### src/rtl/digit_serial_add_ctrl.sv
// Digit-serial adder controller: feeds 2-bit digits of two latched operands to an
// external 2-bit adder, one digit per clock, and assembles the sum and final carry.
module digit_serial_add_ctrl #(
    parameter int WIDTH = 8
) (
    input  logic             clk,
    input  logic             rst,
    input  logic             in_valid,
    output logic             in_ready,
    input  logic [WIDTH-1:0] a_in,
    input  logic [WIDTH-1:0] b_in,
    input  logic             cin_in,
    output logic [1:0]       add_a,
    output logic [1:0]       add_b,
    output logic             add_cin,
    input  logic             add_sum0,
    input  logic             add_sum1,
    input  logic             add_cout,
    output logic             out_valid,
    input  logic             out_ready,
    output logic [WIDTH-1:0] sum_out,
    output logic             cout_out,
    output logic             busy
);

    localparam int DIGITS = WIDTH / 2;
    localparam int CW     = (DIGITS > 1) ? $clog2(DIGITS) : 1;
    localparam logic [CW-1:0] LAST_DIGIT = CW'(DIGITS - 1);
    localparam logic [CW-1:0] CNT_ONE    = CW'(1);

    typedef enum logic [1:0] {
        IDLE = 2'd0,
        RUN  = 2'd1,
        DONE = 2'd2
    } state_t;

    state_t           state;
    state_t           state_next;
    logic [WIDTH-1:0] a_sh;
    logic [WIDTH-1:0] b_sh;
    logic [WIDTH-1:0] sum_r;
    logic             carry;
    logic [CW-1:0]    cnt;
    logic             accept;
    logic             run_step;

    // State register
    always_ff @(posedge clk or posedge rst) begin
        if (rst) begin
            state <= IDLE;
        end else begin
            state <= state_next;
        end
    end

    // Next-state and output decode; the adder digit always comes from the low end of the shifters
    always_comb begin
        state_next = state;
        in_ready   = 1'b0;
        busy       = 1'b0;
        out_valid  = 1'b0;
        accept     = 1'b0;
        run_step   = 1'b0;
        add_a      = 2'b00;
        add_b      = 2'b00;
        add_cin    = 1'b0;
        case (state)
            IDLE: begin
                in_ready = 1'b1;
                if (in_valid) begin
                    accept     = 1'b1;
                    state_next = RUN;
                end else begin
                    state_next = IDLE;
                end
            end
            RUN: begin
                busy     = 1'b1;
                run_step = 1'b1;
                add_a    = a_sh[1:0];
                add_b    = b_sh[1:0];
                add_cin  = carry;
                if (cnt == LAST_DIGIT) begin
                    state_next = DONE;
                end else begin
                    state_next = RUN;
                end
            end
            DONE: begin
                out_valid = 1'b1;
                if (out_ready) begin
                    state_next = IDLE;
                end else begin
                    state_next = DONE;
                end
            end
            default: begin
                state_next = IDLE;
            end
        endcase
    end

    // Operand shifters, carry, digit counter and sum assembly
    always_ff @(posedge clk or posedge rst) begin
        if (rst) begin
            a_sh  <= '0;
            b_sh  <= '0;
            sum_r <= '0;
            carry <= 1'b0;
            cnt   <= '0;
        end else if (accept) begin
            a_sh  <= a_in;
            b_sh  <= b_in;
            carry <= cin_in;
            cnt   <= '0;
        end else if (run_step) begin
            a_sh                     <= {2'b00, a_sh[WIDTH-1:2]};
            b_sh                     <= {2'b00, b_sh[WIDTH-1:2]};
            carry                    <= add_cout;
            sum_r[{cnt, 1'b0} +: 2]  <= {add_sum1, add_sum0};
            // Saturate on the last digit; the FSM leaves RUN on the same edge
            if (cnt != LAST_DIGIT) begin
                cnt <= cnt + CNT_ONE;
            end else begin
                cnt <= cnt;
            end
        end else begin
            cnt <= cnt;
        end
    end

    assign sum_out  = sum_r;
    assign cout_out = carry;

endmodule

### config.mk
export PLATFORM = sky130hd
export DESIGN_NAME = digit_serial_add_ctrl
export DESIGN_NICKNAME = d
export VERILOG_FILES = /design/src/rtl/digit_serial_add_ctrl.sv
export SDC_FILE = /design/constraint.sdc
export NUM_CORES = 1
export LEC_CHECK = 0
export CAP_MARGIN = 10
export CORE_MARGIN = 5
export CORE_UTILIZATION = 50
export CTS_CLUSTER_DIAMETER = 60
export DETAILED_ROUTE_END_ITERATION = 6
export HOLD_SLACK_MARGIN = 0.08
export PLACE_DENSITY = 0.84
export SYNTH_ARGS = -nofsm -noshare
export SYNTH_HDL_FRONTEND = slang
export SYNTH_SLANG_ARGS = --single-unit
### constraint.sdc
create_clock -name clk -period 3.09 [get_ports clk]
set_input_delay 0.4635 -clock clk [delete_from_list [all_inputs] [get_ports clk]]
set_output_delay 0.4635 -clock clk [all_outputs]
set_load 0.1 [all_outputs]
==> impl_results.md, run 1 <==
- Status: complete, no violations
- Period utilisation layout: 0.738
- Mapped Cells: 136
- Root buffer cell: clkbuf_4
- DR DRC count: 0
- Final hold slack: 0.476 ns
- Clk_lat worst skew: ~0.33 ns
- EDFF count, synth: 0
- Flops & latches, synth: 29
- Worst-case clock buffer depth: 2
- CP cell instances: nand2b_4, inv_2, and2_1, buf_4
- Via density: 5.29
- Synth cell types: 29
- DP HPWL: 2100 um
- Core area: between 2000 and 3000 um^2
- WL/cell: 13.9 um
- Port Buffers: 40
- Fin crit period: 2.28 ns
- Setup crit end kind: output port
- Drt total wl: 2930 um
- CP arrival: 1.82 ns
- Final Hold Fails: 0
- TritonCTS Sinks: 29
- Post-synth ARST share: 1.00
- Die X: around 63 um
- Floorplan row count: 19
- # setup viols final: 0
- Die area: 4000 um^2
- Vias: approximately 1100
- Vias in the first global route: 1148
- First-pass GRT wire length: 5050 um
- Post-Syn Area: 1420 um^2
- Post-Place Worst Slack: 0.970 ns
- Die Y: 63.2 um
- Total GRT Usage: 0.160
- Slew Viols, Final: 0
- RSZ-0062 raised after global routing: no
- Setup Skew: 0.00847 ns
- Post-synth top area share: 0.512
- CP Class: reg2out
- Syn-to-layout area delta: 27.6%
- Crit-path max FO: 19
- Total gr overflow: 0
- Placed cell count: 202
- Ant diodes: 0
- Initial DRC count: 82
- Setup bufs post-CTS: 0
- Nets: 207
- DR pass1 iterations: 4
- Maximum clock rate: 0.438 GHz
- # IOs: 41
- Worst slew margin: 0.426
- GP Congestion: 0.743
- H-tree depth: 2
- CP max stage delay: 0.63 ns
- Yosys top cell by area: dfrtp_1
- Critical path required time: 2.63 ns
- Non-filler instance count after layout: 210
- Worst path slowest cell: dfrtp_1
- CTS Hold Buffers Added: 0
- Layout cells sized above 1: 0.168
- Number of nets with antenna violations after routing: 0
- Starting Density: 0.519
- Dominant cells by area after synthesis: dfrtp_1, nand2_1, a22oi_1, ha_1, buf_6
- Clock buffer count from CTS: 5
- Dominant synthesized flop cell: dfrtp_1
- CTS tree: yes
- Top-count cell post-synth: nand2_1
- Reg clk slew, reported paths: around 0.090 ns
- CTS resizes: 0
- Initial antenna violation count: 0
- Worst setup margin: 0.809 ns
- CP Launch Type: flip-flop
- Worst Path Buf+Inv: 2
- Syn_nets: ~170
- Yosys warns: 0
- Pin count of the biggest net entering global routing: 30
- Max Cap Viol: 0
- Fill cells: roughly 220
- Slew of the pin with the lowest slew margin: 0.861 ns
- Post-synth top cells: nand2_1, dfrtp_1, a22oi_1
- Final setup TNS: 0 ns
- Hold Crit Class: reg2reg
- Crit-path leading delay family: flip-flops
- Mean area per synthesized cell: 10.4 um^2
- Sequential cell area fraction in the yosys report: 0.512
-- metal layers --
| metal | vias up | track usage | part of all wire |
|---|---|---|---|
| met5 | - | 0 | 0 |
| met3 | 5 | 0.0533 | 0.055 |
| met2 | 29 | 0.255 | 0.48 |
| li1 | 552 | - | - |
| met1 | 525 | 0.196 | 0.45 |
| met4 | 0 | 0.0701 | 0.013 |
-- worst register-to-register path, cell delays in order, from the launching register on --
cell and delay, ns:
dfrtp_1 0.55, nor3b_4 0.78, o21ai_0 0.24
-- layout make-up --
cell class	count	area (um^2)	area share
Clock buffer	8	48.8	0.0270
Inverter	4	15.0	0.00830
Multi-Input combinational cell	97	616	0.340
Sequential cell	29	726	0.401
Tap cell	31	38.8	0.0214
Timing Repair Buffer	41	365	0.202
-- sequential cells by signal, indices dropped and copies added, names as in the netlist --
name and flops:
a_sh 8, b_sh 8, cnt 2, cout_out 1, state 2, sum_out 8
-- logic make-up (layout without fill, tap and decap cells) --
logic type      after synthesis  after routing  share of synthesized area
buf+inv                      10             53                     0.0538
flops                        29             29                      0.512
mux                           1              1                    0.00706
fa+ha+maj                     5              5                     0.0441
compound gates               28             28                      0.141
xor+xnor                      1              1                    0.00618
simple gates                 62             62                      0.236
-- path summary, 6_finish.rpt --
path	end	cells past startpoint	start	slack, ns
max reg2reg	b_sh[7]$_DFFE_PP0P_	2	state[0]$_DFF_PP0_	1.37
max	add_cin	4	state[0]$_DFF_PP0_	0.81
min reg2reg	b_sh[1]$_DFFE_PP0P_	2	b_sh[1]$_DFFE_PP0P_	0.48
max in group asynchronous	b_sh[2]$_DFFE_PP0P_	3	rst	2.32
min in group asynchronous	sum_out[3]$_DFFE_PP0P_	3	rst	0.49
min	b_sh[1]$_DFFE_PP0P_	2	b_sh[1]$_DFFE_PP0P_	0.48
-- layout by cell type (no fill, tap or decap), types with 2 or more instances in the layout --
cell / n
a22o_1: 4
a22oi_1: 12
and2_1: 5
buf_4: 18
clkbuf_1: 3
clkbuf_4: 5
clkdlybuf4s50_1: 23
dfrtp_1: 29
ha_1: 5
inv_1: 3
nand2_1: 41
nand2b_1: 2
nand3b_1: 3
nor2_1: 2
o21ai_0: 6
o31ai_1: 2
o41ai_1: 2
-- metrics by stage --
stage,instance area [um^2],util
6_report,1810,0.662
5_1_grt,1810,0.662
4_1_cts,1810,0.662
3_5_place_dp,1760,0.644
3_3_place_gp,1760,0.644
2_1_floorplan,1420,-
Power of run 1 is not shown: default switching activity piles up to over one toggle a cycle in this logic, so the estimate is an artifact.
==> run 2, diff against run 1 <==
Settings changed: CORE_UTILIZATION 50 to 42, PLACE_DENSITY 0.84 to 0.75.
Clock period 3.09 ns to 2 ns, I/O delays scaled along.
==> run 2 against run 1 <==
Net effect:
- wire length up 7.3%
- highest routed layer unchanged
- non-clock buffer count up 3
- critical path depth unchanged
- design area up 8.5%
- die area up 16%
- flip-flop and latch count unchanged
- cell count up 8.1%
- first-iteration DRC count up 21%
- setup slack worse by 0.66 ns
- hold slack worse by 0.12 ns
==> impl_results.md, run 2 (same netlist as run 1, synthesis figures left out) <==
- Total gr overflow: 0
- CP arrival: 1.55 ns
- Hold Crit Class: in2async
- Clock buffer count from CTS: 5
- Final setup TNS: 0 ns
- Worst-case clock buffer depth: 2
- Most common cell after layout, fill and taps aside: nand2_1
- DP HPWL: 2350 um
- CTS resizes: 0
- # IOs: 41
- Syn-to-layout area delta: 38.5%
- Die X: 68.1 um
- CTS tree: yes
- Worst setup margin: roughly 0.15 ns
- Core area: 3310 um^2
- H-tree depth: 2
- Initial DRC count: 99
- DR DRC count: 0
- GP Congestion: roughly 0.78
- Critical path required time: 1.70 ns
- WL/cell: 13.8 um
- Reg clk slew, reported paths: about 0.080 ns
- # setup viols final: 0
- CTS Hold Buffers Added: 0
- Slew of the pin with the lowest slew margin: 0.822 ns
- Clk_lat worst skew: 0.31 ns
- Ant diodes: 0
- Total GRT Usage: 0.148
- Layout cells sized above 1: 0.204
- Fin crit period: 1.85 ns
- Die area: 4640 um^2
- Vias: 1139
- Setup crit end kind: output port
- Flop2flop setup slack: 0.29 ns
- Most frequent cells in the layout: nand2_1, dfrtp_1, clkdlybuf4s50_1
- Max Cap Viol: 0
- Maximum clock rate: ~0.54 GHz
- Port Buffers: 40
- CP Launch Type: flip-flop
- Floorplan row count: 21
- DR pass1 iterations: 4
- First-pass GRT wire length: 5040 um
- Nets: 210
- Status: complete, no violations
- Pin count of the biggest net entering global routing: 30
- Vias in the first global route: 1151
- Root buffer cell: clkbuf_4
- CP Class: reg2out
- Drt total wl: 3140 um
- Starting Density: 0.428
- Via density: approximately 5
- Initial antenna violation count: 0
- Placed cell count: 220
- Period utilisation layout: 0.924
- Setup Skew: 0.00416 ns
- Final Hold Fails: 0
- Non-filler instance count after layout: 227
- TritonCTS Sinks: 29
- Die Y: 68.1 um
- Setup bufs post-CTS: 0
- Post-Place Worst Slack: ~0.29 ns
- Number of nets with antenna violations after routing: 0
- Fill cells: 295
- Worst slew margin: 0.451
- RSZ-0062 raised after global routing: no
- Crit-path max FO: 19
- Slew Viols, Final: 0
-- run 2: layout make-up --
type / instances / area, um^2 / share of cell area
Tap cell: 46 / 57.6 / 0.0293
Multi-Input combinational cell: 97 / 622 / 0.317
Timing Repair Buffer: 44 / 488 / 0.249
Inverter: 4 / 15.0 / 0.00765
Sequential cell: 29 / 726 / 0.370
Clock buffer: 7 / 55.1 / 0.0280
-- run 2: routing by layer --
layer | track usage | wire (um) | up-vias
li1 | - | - | 555
met2 | 0.231 | 1540 | 41
met5 | 0 | 0 | -
met3 | 0.0558 | 236 | 2
met1 | 0.184 | 1350 | 541
met4 | 0.0596 | 13 | 0
-- run 2: worst max-delay path: stages (launching register included) --
cell and delay, ns:
dfrtp_1 0.39, nand2b_4 0.17, inv_2 0.26, and2_1 0.23, buf_12 0.18
-- run 2: path summary, 6_finish.rpt --
path / to / startpoint / cells after the start
setup reg to reg: sum_out[4]$_DFFE_PP0P_ / cnt[0]$_DFFE_PP0P_ / 5
setup / recovery: add_a[0] / state[1]$_DFF_PP0_ / 4
max in group asynchronous: cnt[1]$_DFFE_PP0P_ / rst / 3
min in group clk: b_sh[0]$_DFFE_PP0P_ / b_sh[0]$_DFFE_PP0P_ / 2
hold / removal: sum_out[5]$_DFFE_PP0P_ / rst / 3
hold reg to reg: b_sh[0]$_DFFE_PP0P_ / b_sh[0]$_DFFE_PP0P_ / 2
-- run 2: through the flow --
step,area [um^2],hold slack [ns],utilization
floorplan,1420,0.378,-
global placement,1910,0.450,0.576
detailed placement,1910,0.471,0.576
CTS,1960,0.356,0.593
global route,1960,0.361,0.593
finish,1960,0.360,0.593
Power of run 2 is left out for the same reason.
==> run 3, diff against run 2 <==
Settings changed: CAP_MARGIN 10 to 20, CORE_UTILIZATION 42 to 50, PLACE_DENSITY 0.75 to 0.84.
Clock period 2 ns to 2.2 ns, I/O delays scaled along.
==> run 3 against run 2 <==
Net effect:
- register-to-register slack improved by 0.10 ns
- hold slack barely moved
- flip-flop and latch count did not move
- die area fell by 14%
- global-route usage rose by 1.0 points
- setup slack improved by 0.048 ns
- clock skew rose by 0.0086 ns
- largest cell class unchanged
- highest routed layer unchanged
==> impl_results.md, run 3 (same netlist as run 1, synthesis figures left out) <==
- Status: complete, no violations
- CP arrival: 1.67 ns
- Area occupied by multi-input gates: 618 um^2
- Die Y: between 60 and 70 um
- Syn-to-layout area delta: 36.1%
- GP Congestion: ~0.75
- DR DRC count: 0
- Maximum clock rate: between 0.5 and 0.6 GHz
- First-pass GRT wire length: 5100 um
- Final Hold Fails: 0
- Initial DRC count: 34
- Nets: around 210
- RSZ-0062 raised after global routing: no
- Slew Viols, Final: 0
- Worst path slowest cell: dfrtp_1
- Die area: 4000 um^2
- H-tree depth: 2
- Worst-case clock buffer depth: 2
- Total gr overflow: 0
- Period utilisation layout: 0.909
- Setup Skew: 0.0128 ns
- Clk_lat worst skew: 0.32 ns
- Vias in the first global route: between 1000 and 1500
- CP Launch Type: flip-flop
- Starting Density: 0.519
- Fin crit period: ~2.0 ns
- Sequential cell area: 726 um^2
- CTS tree: yes
- TritonCTS Sinks: 29
- Drt total wl: about 3000 um
- Max Cap Viol: 0
- Slew of the pin with the lowest slew margin: 0.808 ns
- Setup crit end kind: output port
- Most frequent cells in the layout: nand2_1, dfrtp_1, clkdlybuf4s50_1
- Total GRT Usage: 0.159
- # IOs: roughly 40
- Number of nets with antenna violations after routing: 0
- Reg clk slew, reported paths: 0.09 ns
- CP cell instances: nand2b_4, inv_2, buf_4, buf_12
- Core area: approximately 2700 um^2
- Vias: 1120
- CTS resizes: 0
- Layout cells sized above 1: 0.193
- Final setup TNS: 0 ns
- Ant diodes: 0
- Worst slew margin: 0.460
- Via density: 5.28
- Critical path required time: approximately 1.9 ns
- DR pass1 iterations: 4
- # setup viols final: 0
- CP Class: reg2out
- Root buffer cell: clkbuf_4
- Initial antenna violation count: 0
- CP max stage delay: 0.66 ns
- DP HPWL: 2300 um
- Floorplan row count: 19
- Hold Crit Class: in2async
- Clock buffer count from CTS: 5
- CTS Hold Buffers Added: 0
- Most common cell after layout, fill and taps aside: nand2_1
- Fill cells: 207
- Crit-path max FO: 10
- WL/cell: ~14 um
- Setup bufs post-CTS: 0
- Die X: ~63 um
- Port Buffers: 40
- Pin count of the biggest net entering global routing: 30
-- run 3: worst paths after layout --
kind	from	cells past startpoint	slack [ns]	endpoint
setup / recovery	state[0]$_DFF_PP0_	4	0.20	busy
hold / removal	rst	3	0.36	sum_out[7]$_DFFE_PP0P_
setup reg to reg	cnt[0]$_DFFE_PP0P_	5	0.39	sum_out[4]$_DFFE_PP0P_
hold reg to reg	b_sh[1]$_DFFE_PP0P_	2	0.48	b_sh[1]$_DFFE_PP0P_
max in group asynchronous	rst	3	1.57	sum_out[0]$_DFFE_PP0P_
min in group clk	b_sh[1]$_DFFE_PP0P_	2	0.48	b_sh[1]$_DFFE_PP0P_
-- run 3: layer usage --
| layer | share of wire | vias to the layer above | track usage |
|---|---|---|---|
| met3 | 0.047 | 5 | 0.0497 |
| li1 | - | 555 | - |
| met4 | 0.015 | 0 | 0.0597 |
| met2 | 0.51 | 24 | 0.268 |
| met1 | 0.42 | 536 | 0.188 |
| met5 | 0 | - | 0 |
-- run 3: worst max-delay path, delay by kind of cell, from the launching register on --
kind,cells,cell delay (ns)
and+or+nand+nor,1,0.13
buffers and inverters,3,0.56
DFF,1,0.66
-- run 3: final cells by class --
| type | count | area share |
|---|---|---|
| Multi-Input combinational cell | 97 | 0.320 |
| Clock inverter | 2 | 0.00519 |
| Tap cell | 31 | 0.0201 |
| Clock buffer | 6 | 0.0214 |
| Sequential cell | 29 | 0.376 |
| Timing Repair Buffer | 43 | 0.249 |
| Inverter | 4 | 0.00778 |
-- run 3: per-stage QoR --
stage / hold slack (ns) / utilization / instance area, um^2 / worst slack [ns] / std cells
CTS: 0.370 / 0.706 / 1930 / 0.208 / 212
global route: 0.419 / 0.706 / 1930 / 0.0897 / 212
finish: 0.359 / 0.706 / 1930 / 0.200 / 212
floorplan: 0.408 / - / 1420 / 0.0890 / 136
detailed placement: 0.464 / 0.687 / 1880 / 0.462 / 204
global placement: 0.450 / 0.687 / 1880 / 0.525 / 204
Power of run 3 is left out for the same reason.
